[src/rtl/elevator_req_sched.sv]
// Request scheduler for the elevator controller: latches button presses into
// a pending-request register, picks the next target with a SCAN policy and
// offers it to the controller over a valid/ready handshake.
module elevator_req_sched #(
    parameter int NUM_FLOORS = 5,
    parameter int FLOOR_W    = 3
) (
    input  logic                  clk,
    input  logic                  rst_n,
    input  logic [NUM_FLOORS-1:0] btn_req,
    input  logic [FLOOR_W-1:0]    cur_floor,
    input  logic                  arrive,
    input  logic                  tgt_ready,
    output logic                  tgt_valid,
    output logic [FLOOR_W-1:0]    tgt_floor,
    output logic                  dir_up,
    output logic [NUM_FLOORS-1:0] pending
);

    typedef enum logic [1:0] {
        IDLE,
        SELECT,
        ISSUE,
        WAIT_ARRIVE
    } state_t;

    localparam logic [FLOOR_W:0] FLOOR_LIMIT = (FLOOR_W+1)'(NUM_FLOORS);

    state_t                  state;
    logic [NUM_FLOORS-1:0]   btn_prev;
    logic [NUM_FLOORS-1:0]   press;
    logic [NUM_FLOORS-1:0]   clr;
    logic [NUM_FLOORS-1:0]   pending_next;
    logic                    arrive_ok;

    logic                    up_ge_hit;
    logic                    up_gt_hit;
    logic                    dn_le_hit;
    logic                    dn_lt_hit;
    logic [FLOOR_W-1:0]      up_ge;
    logic [FLOOR_W-1:0]      up_gt;
    logic [FLOOR_W-1:0]      dn_le;
    logic [FLOOR_W-1:0]      dn_lt;
    logic [FLOOR_W-1:0]      sel_floor;
    logic                    sel_dir_up;

    // Press detection, arrival qualification and next pending set (clear wins)
    always_comb begin
        press     = btn_req & ~btn_prev;
        arrive_ok = (state == WAIT_ARRIVE) && arrive
                    && ({1'b0, cur_floor} < FLOOR_LIMIT);
        clr       = '0;
        for (int unsigned i = 0; i < NUM_FLOORS; i++) begin
            if (arrive_ok && (cur_floor == FLOOR_W'(i))) begin
                clr[i] = 1'b1;
            end
        end
        pending_next = (pending | press) & ~clr;
    end

    // Nearest pending floor on each side of the car, then the SCAN choice
    always_comb begin
        up_ge_hit  = 1'b0;
        up_gt_hit  = 1'b0;
        dn_le_hit  = 1'b0;
        dn_lt_hit  = 1'b0;
        up_ge      = '0;
        up_gt      = '0;
        dn_le      = '0;
        dn_lt      = '0;
        // ascending scan: first hit above is the lowest, last hit below is the highest
        for (int unsigned i = 0; i < NUM_FLOORS; i++) begin
            if (pending[i]) begin
                if ((FLOOR_W'(i) >= cur_floor) && !up_ge_hit) begin
                    up_ge_hit = 1'b1;
                    up_ge     = FLOOR_W'(i);
                end
                if ((FLOOR_W'(i) > cur_floor) && !up_gt_hit) begin
                    up_gt_hit = 1'b1;
                    up_gt     = FLOOR_W'(i);
                end
                if (FLOOR_W'(i) <= cur_floor) begin
                    dn_le_hit = 1'b1;
                    dn_le     = FLOOR_W'(i);
                end
                if (FLOOR_W'(i) < cur_floor) begin
                    dn_lt_hit = 1'b1;
                    dn_lt     = FLOOR_W'(i);
                end
            end
        end

        sel_floor  = tgt_floor;
        sel_dir_up = dir_up;
        if (dir_up) begin
            if (up_ge_hit) begin
                sel_floor  = up_ge;
                sel_dir_up = 1'b1;
            end else if (dn_lt_hit) begin
                sel_floor  = dn_lt;
                sel_dir_up = 1'b0;
            end
        end else begin
            if (dn_le_hit) begin
                sel_floor  = dn_le;
                sel_dir_up = 1'b0;
            end else if (up_gt_hit) begin
                sel_floor  = up_gt;
                sel_dir_up = 1'b1;
            end
        end
    end

    // Scheduler FSM with registered outputs and request bookkeeping
    always_ff @(posedge clk) begin
        if (!rst_n) begin
            state     <= IDLE;
            btn_prev  <= '0;
            pending   <= '0;
            tgt_valid <= 1'b0;
            tgt_floor <= '0;
            dir_up    <= 1'b1;
        end else begin
            btn_prev <= btn_req;
            pending  <= pending_next;
            case (state)
                IDLE: begin
                    if (pending != '0) begin
                        state <= SELECT;
                    end
                end
                SELECT: begin
                    if (pending == '0) begin
                        state <= IDLE;
                    end else begin
                        tgt_floor <= sel_floor;
                        dir_up    <= sel_dir_up;
                        tgt_valid <= 1'b1;
                        state     <= ISSUE;
                    end
                end
                ISSUE: begin
                    if (tgt_valid && tgt_ready) begin
                        tgt_valid <= 1'b0;
                        state     <= WAIT_ARRIVE;
                    end
                end
                WAIT_ARRIVE: begin
                    if (arrive_ok) begin
                        state <= (pending_next != '0) ? SELECT : IDLE;
                    end
                end
                default: begin
                    state <= IDLE;
                end
            endcase
        end
    end

endmodule

[config.mk]
export PLATFORM = sky130hd
export DESIGN_NAME = elevator_req_sched
export DESIGN_NICKNAME = d
export VERILOG_FILES = /design/src/rtl/elevator_req_sched.sv
export SDC_FILE = /design/constraint.sdc
export NUM_CORES = 1
export LEC_CHECK = 0
export ABC_AREA = 1
export BUFFER_PORTS_ARGS = -buffer_cell sky130_fd_sc_hd__buf_2
export CORE_MARGIN = 3
export CORE_UTILIZATION = 50
export DETAILED_ROUTE_END_ITERATION = 12
export PLACE_DENSITY = 0.74
export SLEW_MARGIN = 20
export SYNTH_ARGS = -nofsm -noshare
export SYNTH_HDL_FRONTEND = slang
export SYNTH_SLANG_ARGS = --single-unit
export TNS_END_PERCENT = 30
[constraint.sdc]
create_clock -name clk -period 2.2 [get_ports clk]
set_input_delay 0.22 -clock clk [delete_from_list [all_inputs] [get_ports clk]]
set_output_delay 0.22 -clock clk [all_outputs]
set_load 0.01 [all_outputs]
==> impl_metrics.json, run 1 <==
{
  "outcome": "finished clean",
  "max_freq_mhz": 734.9,
  "grt_pass1_vias": 1062,
  "gp_congestion": 0.9777,
  "clk-insertion-delay-late_ns": 0.29,
  "p_total_mw": 0.8696,
  "synth_net_count": 200,
  "die_x_um": 52.96,
  "grt_pass1_wl_mm": 4.402,
  "report.final.setup_viol": 0,
  "total_instance_count_after_detailed_placement": 233,
  "drt_pre_antenna_iters": 4,
  "detail_route.wirelength_mm": 2.574,
  "class_of_the_most_critical_hold_timing_path": "in2reg",
  "postCtsHoldBufs": 0,
  "syn-instance-count": 188,
  "comb_power_share_pct": 35.9,
  "clk_path_buf_depth": 2,
  "synth-warning-count": 0,
  "layout_common_cells": "nand2_1, inv_1, nor2_1",
  "switching_share_pct": 37.97,
  "detail-route-antenna-nets": 0,
  "numClockSinks": 17,
  "yosysUniqueCellTypes": 19,
  "floorplan.io_pins": 22,
  "grt-ovfl-total": 0,
  "worst_setup_hold_path_clk_slew_ns": 0.10,
  "drcViolationCount": 0,
  "intPower_mw": 0.5394,
  "fin_setup_tns_ns": 0,
  "post_layout_nonfiller_instances": 237,
  "grt_antenna_before_repair": 0,
  "layout-drive-gt1-share_pct": 14.76,
  "final_hold_viol_count": 0,
  "final_util_pct": 61.45,
  "slew_headroom_pct": 80.94,
  "yosysTopAreaCell": "dfxtp_1",
  "seqPwrFrac_pct": 45.2,
  "io_buffer_count": 21,
  "die_height_um": 52.96,
  "floorplan.die_area_sq_um": 2804,
  "root_buffer": "clkbuf_4",
  "post_synth_main_area_contributors": "dfxtp_1, nand2_1, inv_1",
  "grt_setup_unrepaired": "no",
  "power_per_cell_area_nw_per_um2": 699.9,
  "std_cell_rows": 16,
  "arrival_ns": 1.57,
  "power.static_leakage_nw": 0.7247,
  "period_share_pct": 61.85,
  "vias_per_cell": 5.068,
  "tritoncts.num_buffers": 3,
  "layout_commonest_cell": "nand2_1",
  "share_clk_of_total_power_pct": 18.9,
  "critical_path_peak_fanout": 8,
  "finalClockSkew_ns": 0.01158,
  "flip_flop_and_latch_count_after_synthesis": 17,
  "max_cap_violations": 0,
  "quantity_of_gates_resized_following_cts": 0,
  "clock_tree.htree_level_count": 1,
  "fin_crit_ns": 1.361,
  "netlist.area_leader.share_pct": 30.87,
  "critPathRequiredTime_ns": 2.41,
  "detail_route.wl_per_cell_um": 10.86,
  "post_synth_instance_area_sq_um": 1102,
  "fin_nets": 223,
  "antenna-diode-count": 0,
  "max_slew.worst_pin.slew_ns": 0.2848,
  "groute.usage.overall_pct": 21.47,
  "maxSlewViolCount": 0,
  "placeableCoreArea_sq_um": 2022,
  "worstSetupStartpointType": "flop",
  "iteration_0_drc_markers": 27,
  "route.vias.total": 1201,
  "crit_path_end_kind": "flop",
  "grt_start_max_net_pins": 11,
  "holdWs_ns": 0.1150,
  "switching_power_mw": 0.3302,
  "area_overhead_vs_synth_pct": 12.71,
  "post_synth.cell_area_avg_sq_um": 5.863,
  "vdd.ir_drop.worst_mv": 0.5326,
  "synth_sequential_area_ratio_pct": 30.87,
  "dp.final_hpwl_mm": 2.035,
  "clock_tree_from_tritoncts": "yes",
  "postCtsSetupBuffers": 0,
  "path_class": "reg2reg",
  "initial_utilization_pct": 54.52
}
area by class of cell:
cell class                 instances  area (sq um)
clock buffer                       3         22.52
clock inverter                     1         5.005
fill                             212         779.5
inverter                          37         138.9
multi-input combinational        131         596.8
sequential                        17         340.3
tap                               27         33.78
timing repair buffer              21         105.1
cells by family after synthesis:
| family | count (synthesis) | synth area share (%) |
|---|---|---|
| and+or+nand+nor | 110 | 44.38 |
| buffers and inverters | 40 | 14.98 |
| AOI/OAI and AO/OA | 21 | 9.761 |
| DFF | 17 | 30.87 |
through the flow:
stage,setup WS (ns),area [sq um]
global placement,0.8123,1215
detailed placement,0.8075,1215
finish,0.8393,1242
CTS,0.8098,1242
global route,0.6436,1242
floorplan,0.9623,1102
metal layers:
layer / vias up / wire length [um] / global-route usage, %
li1: 632 / - / -
met1: 529 / 1176 / 27.23
met2: 34 / 1223 / 34.92
met3: 6 / 120 / 3.380
met4: 0 / 53 / 10.64
met5: - / 0 / 0
worst max-delay path: stages (launching register included):
cell and delay, ns:
dfxtp_1 0.49, nor2_1 0.09, nand4_1 0.12, nand2_1 0.11
inv_1 0.21, nand4_1 0.14, nand2_1 0.08, inv_1 0.04
sequential cells by signal, indices dropped and copies added (netlist names), named ones only:
register	count
pending	5
tgt_valid	1
tgt_floor	3
state	1
dir_up	1
btn_prev	5
Yosys cell counts (all sizes together):
library cell and n:
a21oi 11, buf 2, clkbuf 1, clkinv 1, dfxtp 17, inv 36, nand2 53, nand3 17
nand4 8, nor2 31, nor3 1, o21ai 9, o21bai 1
final timing paths:
kind              start            to  slack (ns)  cells after the start
max          pending[0]  tgt_floor[1]        0.84                      7
min          btn_req[0]   btn_prev[0]        0.11                      3
max reg2reg  pending[0]  tgt_floor[1]        0.84                      7
min reg2reg   tgt_valid     tgt_valid        0.49                      2
power by group through the flow:
stage | combinational [mW] | sequential (mW) | clock [mW]
global route | 0.363 | 0.400 | 0.187
floorplan | 0.216 | 0.409 | 0
detailed placement | 0.312 | 0.400 | 0
global placement | 0.306 | 0.398 | 0
CTS | 0.313 | 0.393 | 0.173
finish | 0.312 | 0.393 | 0.164
(Power assumes the default switching activity.)
==> run 2: changes to the inputs <==
--- a/config.mk
+++ b/config.mk
@@ -8,7 +8,7 @@
 export ABC_AREA = 1
 export BUFFER_PORTS_ARGS = -buffer_cell sky130_fd_sc_hd__buf_2
 export CORE_MARGIN = 3
-export CORE_UTILIZATION = 50
+export CORE_UTILIZATION = 48
 export DETAILED_ROUTE_END_ITERATION = 12
 export PLACE_DENSITY = 0.74
 export SLEW_MARGIN = 20
==> constraint.sdc (replaced) <==
create_clock -name clk -period 1.2 [get_ports clk]
set_input_delay 0.12 -clock clk [delete_from_list [all_inputs] [get_ports clk]]
set_output_delay 0.12 -clock clk [all_outputs]
set_load 0.01 [all_outputs]
==> run 2 against run 1 <==
Effect of this change: the run now ends with setup timing left; final cell count increased by 11%; critical path depth unchanged; maximum frequency increased by 6.0%; routed wire length increased by 20%; via count increased by 8.4%.
==> impl_metrics.json, run 2 (same netlist as run 1, synthesis figures left out) <==
{
  "outcome": "finished with violations",
  "failed_checks": "setup timing",
  "path_class": "reg2reg",
  "rrSetupSlack_ns": -0.08,
  "clock_tree_from_tritoncts": "yes",
  "critPathRequiredTime_ns": 1.39,
  "period_share_pct": 107.0,
  "intPower_mw": 1.128,
  "r2r.worst_path.cells": 7,
  "dpl_cell_area_sq_um": 1381,
  "detail-route-antenna-nets": 0,
  "detail_route.wl_per_cell_um": 11.83,
  "clock_tree.htree_level_count": 1,
  "dpl_worst_slack_ns": -0.1273,
  "antenna-diode-count": 0,
  "std_cell_rows": 16,
  "gp_congestion": 0.9981,
  "dp.final_hpwl_mm": 2.305,
  "hold_path_startpoint": "btn_req[1]",
  "fillers": 183,
  "max_freq_mhz": 779.0,
  "comb_power_share_pct": 43.2,
  "max_cap_violations": 0,
  "tritoncts.num_buffers": 3,
  "largest_registers": "btn_prev (5), pending (5), tgt_floor (3)",
  "detail_route.wirelength_mm": 3.099,
  "fin_crit_ns": 1.284,
  "switching_share_pct": 37.46,
  "numClockSinks": 17,
  "total_instance_count_after_detailed_placement": 255,
  "vias_per_cell": 4.969,
  "class_of_the_most_critical_hold_timing_path": "in2reg",
  "grt_pass1_vias": 1192,
  "report.final.setup_viol": 5,
  "critical_path_peak_fanout": 4,
  "clk-insertion-delay-late_ns": 0.29,
  "die_x_um": 53.92,
  "grt-ovfl-total": 0,
  "floorplan.die_area_sq_um": 2907,
  "share_clk_of_total_power_pct": 17.3,
  "seqPwrFrac_pct": 39.5,
  "power_per_cell_area_nw_per_um2": 1215,
  "timing.rr.start": "pending[4]",
  "drt_pre_antenna_iters": 4,
  "drcViolationCount": 0,
  "slew_headroom_pct": 79.68,
  "final_hold_viol_count": 0,
  "layout-drive-gt1-share_pct": 31.91,
  "finalClockSkew_ns": 0.009969,
  "clk_path_buf_depth": 2,
  "grt_start_max_net_pins": 11,
  "final.setup.worst_slack_ns": -0.08362,
  "root_buffer": "clkbuf_4",
  "grt_setup_unrepaired": "yes",
  "grt_antenna_before_repair": 0,
  "route.vias.total": 1302,
  "post_layout_nonfiller_instances": 262,
  "power.static_leakage_nw": 0.8523,
  "layout_commonest_cell": "nand2_1",
  "layout.cell_area.non_filler_sq_um": 1485,
  "crit_path_end_kind": "flop",
  "initial_utilization_pct": 53.46,
  "postCtsHoldBufs": 0,
  "fin_nets": 248,
  "io_buffer_count": 21,
  "holdPathEnd": "btn_prev[1]",
  "p_total_mw": 1.804,
  "vdd.ir_drop.worst_mv": 1.035,
  "worst_setup_hold_path_clk_slew_ns": 0.11,
  "switching_power_mw": 0.6758,
  "placeableCoreArea_sq_um": 2062,
  "groute.usage.overall_pct": 23.69,
  "layout_common_cells": "nand2_1, inv_1, buf_4",
  "floorplan.io_pins": 22,
  "worstReg2RegEnd": "dir_up",
  "worstSetupStartpointType": "flop",
  "max_slew.worst_pin.slew_ns": 0.3030,
  "maxSlewViolCount": 0,
  "hold_path_depth": 3,
  "area_overhead_vs_synth_pct": 34.73,
  "holdWs_ns": 0.009483,
  "grt_pass1_wl_mm": 5.002,
  "iteration_0_drc_markers": 30,
  "arrival_ns": 1.47,
  "die_height_um": 53.92
}
[run 2: critical path: stages (launching register included)]
cell     delay [ns]
dfxtp_4        0.38
buf_4          0.14
a21oi_1        0.16
nand4_1        0.16
a21oi_1        0.15
nand3_1        0.08
nand2_1        0.07
nand2_1        0.04
[run 2: worst max path at each step]
stage | from | slack, ns | cells after the start | endpoint
finish | pending[4] | -0.08 | 7 | dir_up
global placement | pending[3] | -0.12 | 10 | tgt_floor[0]
CTS | pending[0] | -0.02 | 10 | tgt_floor[0]
global route | pending[4] | -0.19 | 7 | dir_up
detailed placement | pending[3] | -0.13 | 10 | tgt_floor[0]
floorplan | flop | 0.02 | 9 | state[0]
[run 2: cell type report]
class	instances	area [sq um]	share of cell area (%)
multi-input combinational	131	636.9	42.88
sequential	17	354.1	23.84
timing repair buffer	46	292.8	19.71
inverter	37	141.4	9.520
tap	27	33.78	2.275
clock buffer	4	26.28	1.769
[run 2: power by group through the flow]
| stage | sequential [mW] | combinational, mW | clock, mW |
|---|---|---|---|
| 3_5_place_dp | 0.719 | 0.731 | 0 |
| 6_report | 0.712 | 0.780 | 0.312 |
| 2_1_floorplan | 0.750 | 0.396 | 0 |
| 3_3_place_gp | 0.715 | 0.711 | 0 |
| 4_1_cts | 0.707 | 0.753 | 0.316 |
| 5_1_grt | 0.722 | 0.883 | 0.346 |
[run 2: layer usage]
layer	share of wire, %	vias to the layer above	GRT usage [%]	wire length (um)
li1	-	683	-	-
met5	0	-	0	0
met3	3.2	8	2.493	100
met4	2.5	0	11.91	78
met1	46	576	29.61	1413
met2	49	35	39.92	1507
[run 2: per-stage QoR]
| stage | setup TNS (ns) | util (%) |
|---|---|---|
| after global routing | -0.7764 | 72.03 |
| final | -0.1836 | 72.03 |
| after CTS | -0.02411 | 69.90 |
| after floorplan | 0 | - |
| after detailed placement | -0.3705 | 66.99 |
| after global placement | -0.3211 | 66.99 |
[run 2: what timing repair did]
action / 4_1_cts / 5_1_grt
setup endpoints to repair: 5 / 6
setup buffers: 1 / 2
gates resized for setup: 12 / 14
pin swaps: 3 / 11
==> run 3: changes to the inputs <==
--- a/config.mk
+++ b/config.mk
@@ -7,6 +7,7 @@
 export LEC_CHECK = 0
 export ABC_AREA = 1
 export BUFFER_PORTS_ARGS = -buffer_cell sky130_fd_sc_hd__buf_2
+export CORE_ASPECT_RATIO = 1.2
 export CORE_MARGIN = 3
 export CORE_UTILIZATION = 48
 export DETAILED_ROUTE_END_ITERATION = 12
==> run 3 against run 2 <==
Effect of this change: the flow still finishes with violations (setup timing); hold slack better by 0.011 ns; critical path type unchanged; utilization decreased by 2.0 points; critical path depth unchanged; first-iteration DRC count grew 43%; sequential share of layout area up 0.29 points; largest cell class unchanged.
==> impl_metrics.json, run 3 (same netlist as run 1, synthesis figures left out) <==
{
  "outcome": "finished with violations",
  "failed_checks": "setup timing",
  "grt_pass1_vias": 1222,
  "grt_setup_unrepaired": "yes",
  "layout_common_cells": "nand2_1, inv_1, buf_4",
  "fin_crit_ns": 1.212,
  "vias_per_cell": 4.981,
  "iteration_0_drc_markers": 43,
  "std_cell_rows": 18,
  "seqPwrFrac_pct": 40.5,
  "comb_power_share_pct": 42.8,
  "dpl_worst_slack_ns": -0.1399,
  "clk_path_buf_depth": 2,
  "tritoncts.num_buffers": 3,
  "critical-path-max-stage-delay_ns": 0.37,
  "worst_setup_hold_path_clk_slew_ns": 0.09,
  "numClockSinks": 17,
  "worstSetupStartpointType": "flop",
  "layout-drive-gt1-share_pct": 31.20,
  "grt_pass1_wl_mm": 4.933,
  "fillers": 206,
  "root_buffer": "clkbuf_4",
  "intPower_mw": 1.120,
  "floorplan.io_pins": 22,
  "drt_pre_antenna_iters": 4,
  "area_overhead_vs_synth_pct": 34.51,
  "grt_antenna_before_repair": 0,
  "groute.usage.overall_pct": 21.32,
  "cp_top_family": "flip-flops",
  "antenna-diode-count": 0,
  "die_height_um": 58.50,
  "gp_congestion": 0.9822,
  "drcViolationCount": 0,
  "io_buffer_count": 21,
  "power.static_leakage_nw": 0.8478,
  "timing.critical_path.buf_inv": 1,
  "floorplan.die_area_sq_um": 2910,
  "detail_route.wirelength_mm": 2.993,
  "detail_route.wl_per_cell_um": 11.34,
  "period_share_pct": 101.0,
  "maxSlewViolCount": 0,
  "path_class": "reg2reg",
  "crit_path_top_delay_cell": "dfxtp_4",
  "dp.final_hpwl_mm": 2.192,
  "layout_commonest_cell": "nand2_1",
  "max_cap_violations": 0,
  "switching_share_pct": 36.87,
  "power_per_cell_area_nw_per_um2": 1196,
  "class_of_the_most_critical_hold_timing_path": "in2reg",
  "slew_headroom_pct": 78.21,
  "vdd.ir_drop.worst_mv": 1.107,
  "grt-ovfl-total": 0,
  "grt_start_max_net_pins": 11,
  "final_hold_viol_count": 0,
  "fin_setup_tns_ns": -0.01237,
  "detail-route-antenna-nets": 0,
  "placeableCoreArea_sq_um": 2117,
  "final.setup.worst_slack_ns": -0.01237,
  "clock_tree_from_tritoncts": "yes",
  "initial_utilization_pct": 52.07,
  "report.final.setup_viol": 1,
  "share_clk_of_total_power_pct": 16.7,
  "clock_tree.htree_level_count": 1,
  "route.vias.total": 1315,
  "crit_path_cell_trace": "buf_4, a21oi_1, nand4_1, a21oi_1, nand3_1, nand2_1, nand2_1",
  "critical_path_peak_fanout": 4,
  "critPathRequiredTime_ns": 1.39,
  "clk-insertion-delay-late_ns": 0.29,
  "max_freq_mhz": 824.8,
  "switching_power_mw": 0.6539,
  "finalClockSkew_ns": 0.004048,
  "fin_nets": 247,
  "die_x_um": 49.75,
  "arrival_ns": 1.40,
  "largest_registers": "btn_prev (5), pending (5), tgt_floor (3)",
  "max_slew.worst_pin.slew_ns": 0.3256,
  "crit_path_end_kind": "flop"
}
-- run 3: through the flow --
stage          util (%)  std cells  power (mW)  instance area, sq um  hold slack, ns
2_1_floorplan         -        188       1.146                  1104          0.2135
3_3_place_gp      65.07        257       1.414                  1378          0.3118
3_5_place_dp      65.07        257       1.427                  1378          0.3159
4_1_cts           68.14        263       1.761                  1443         0.01798
5_1_grt           70.04        264       1.924                  1483         0.02755
6_report          70.04        264       1.774                  1483         0.02091
-- run 3: timing repair --
item / in CTS / in global routing
hold buffers: 0 / 0
pin swaps: 5 / 8
setup endpoints to repair: 5 / 6
setup buffers: 2 / 1
gates resized for setup: 12 / 14
-- run 3: layer usage --
metal  global-route usage [%]  vias to the layer above  wire length, um
met3                    3.038                       10              146
li1                         -                      679                -
met2                    40.08                       34             1585
met5                        0                        -                0
met4                    7.905                        0               87
met1                    24.21                      592             1174
-- run 3: cell type report --
class                      instances  area (sq um)  area share (%)
multi-input combinational        131         636.9           42.95
sequential                        17         357.8           24.14
timing repair buffer              45         285.3           19.24
inverter                          37         138.9           9.367
tap                               30         37.54           2.532
clock buffer                       4         26.28           1.772
-- run 3: power groups by stage --
stage	combinational, mW	sequential (mW)	clock [mW]
2_1_floorplan	0.396	0.750	0
3_3_place_gp	0.700	0.714	0
3_5_place_dp	0.711	0.716	0
4_1_cts	0.741	0.714	0.306
5_1_grt	0.863	0.731	0.330
6_report	0.759	0.718	0.297
-- run 3: worst paths after layout --
path	start	to	slack (ns)	cells past startpoint
worst max-delay path	pending[3]	dir_up	-0.01	7
worst min-delay path	btn_req[0]	btn_prev[0]	0.02	3
worst max register to register	pending[3]	dir_up	-0.01	7
worst min register to register	tgt_valid	tgt_valid	0.49	2
-- run 3: worst register-to-register path, delay by kind of cell, from the launching register on --
| kind | cells | cell delay (ns) |
|---|---|---|
| buf+inv | 1 | 0.14 |
| flops | 1 | 0.37 |
| compound gates | 2 | 0.30 |
| simple gates | 4 | 0.32 |
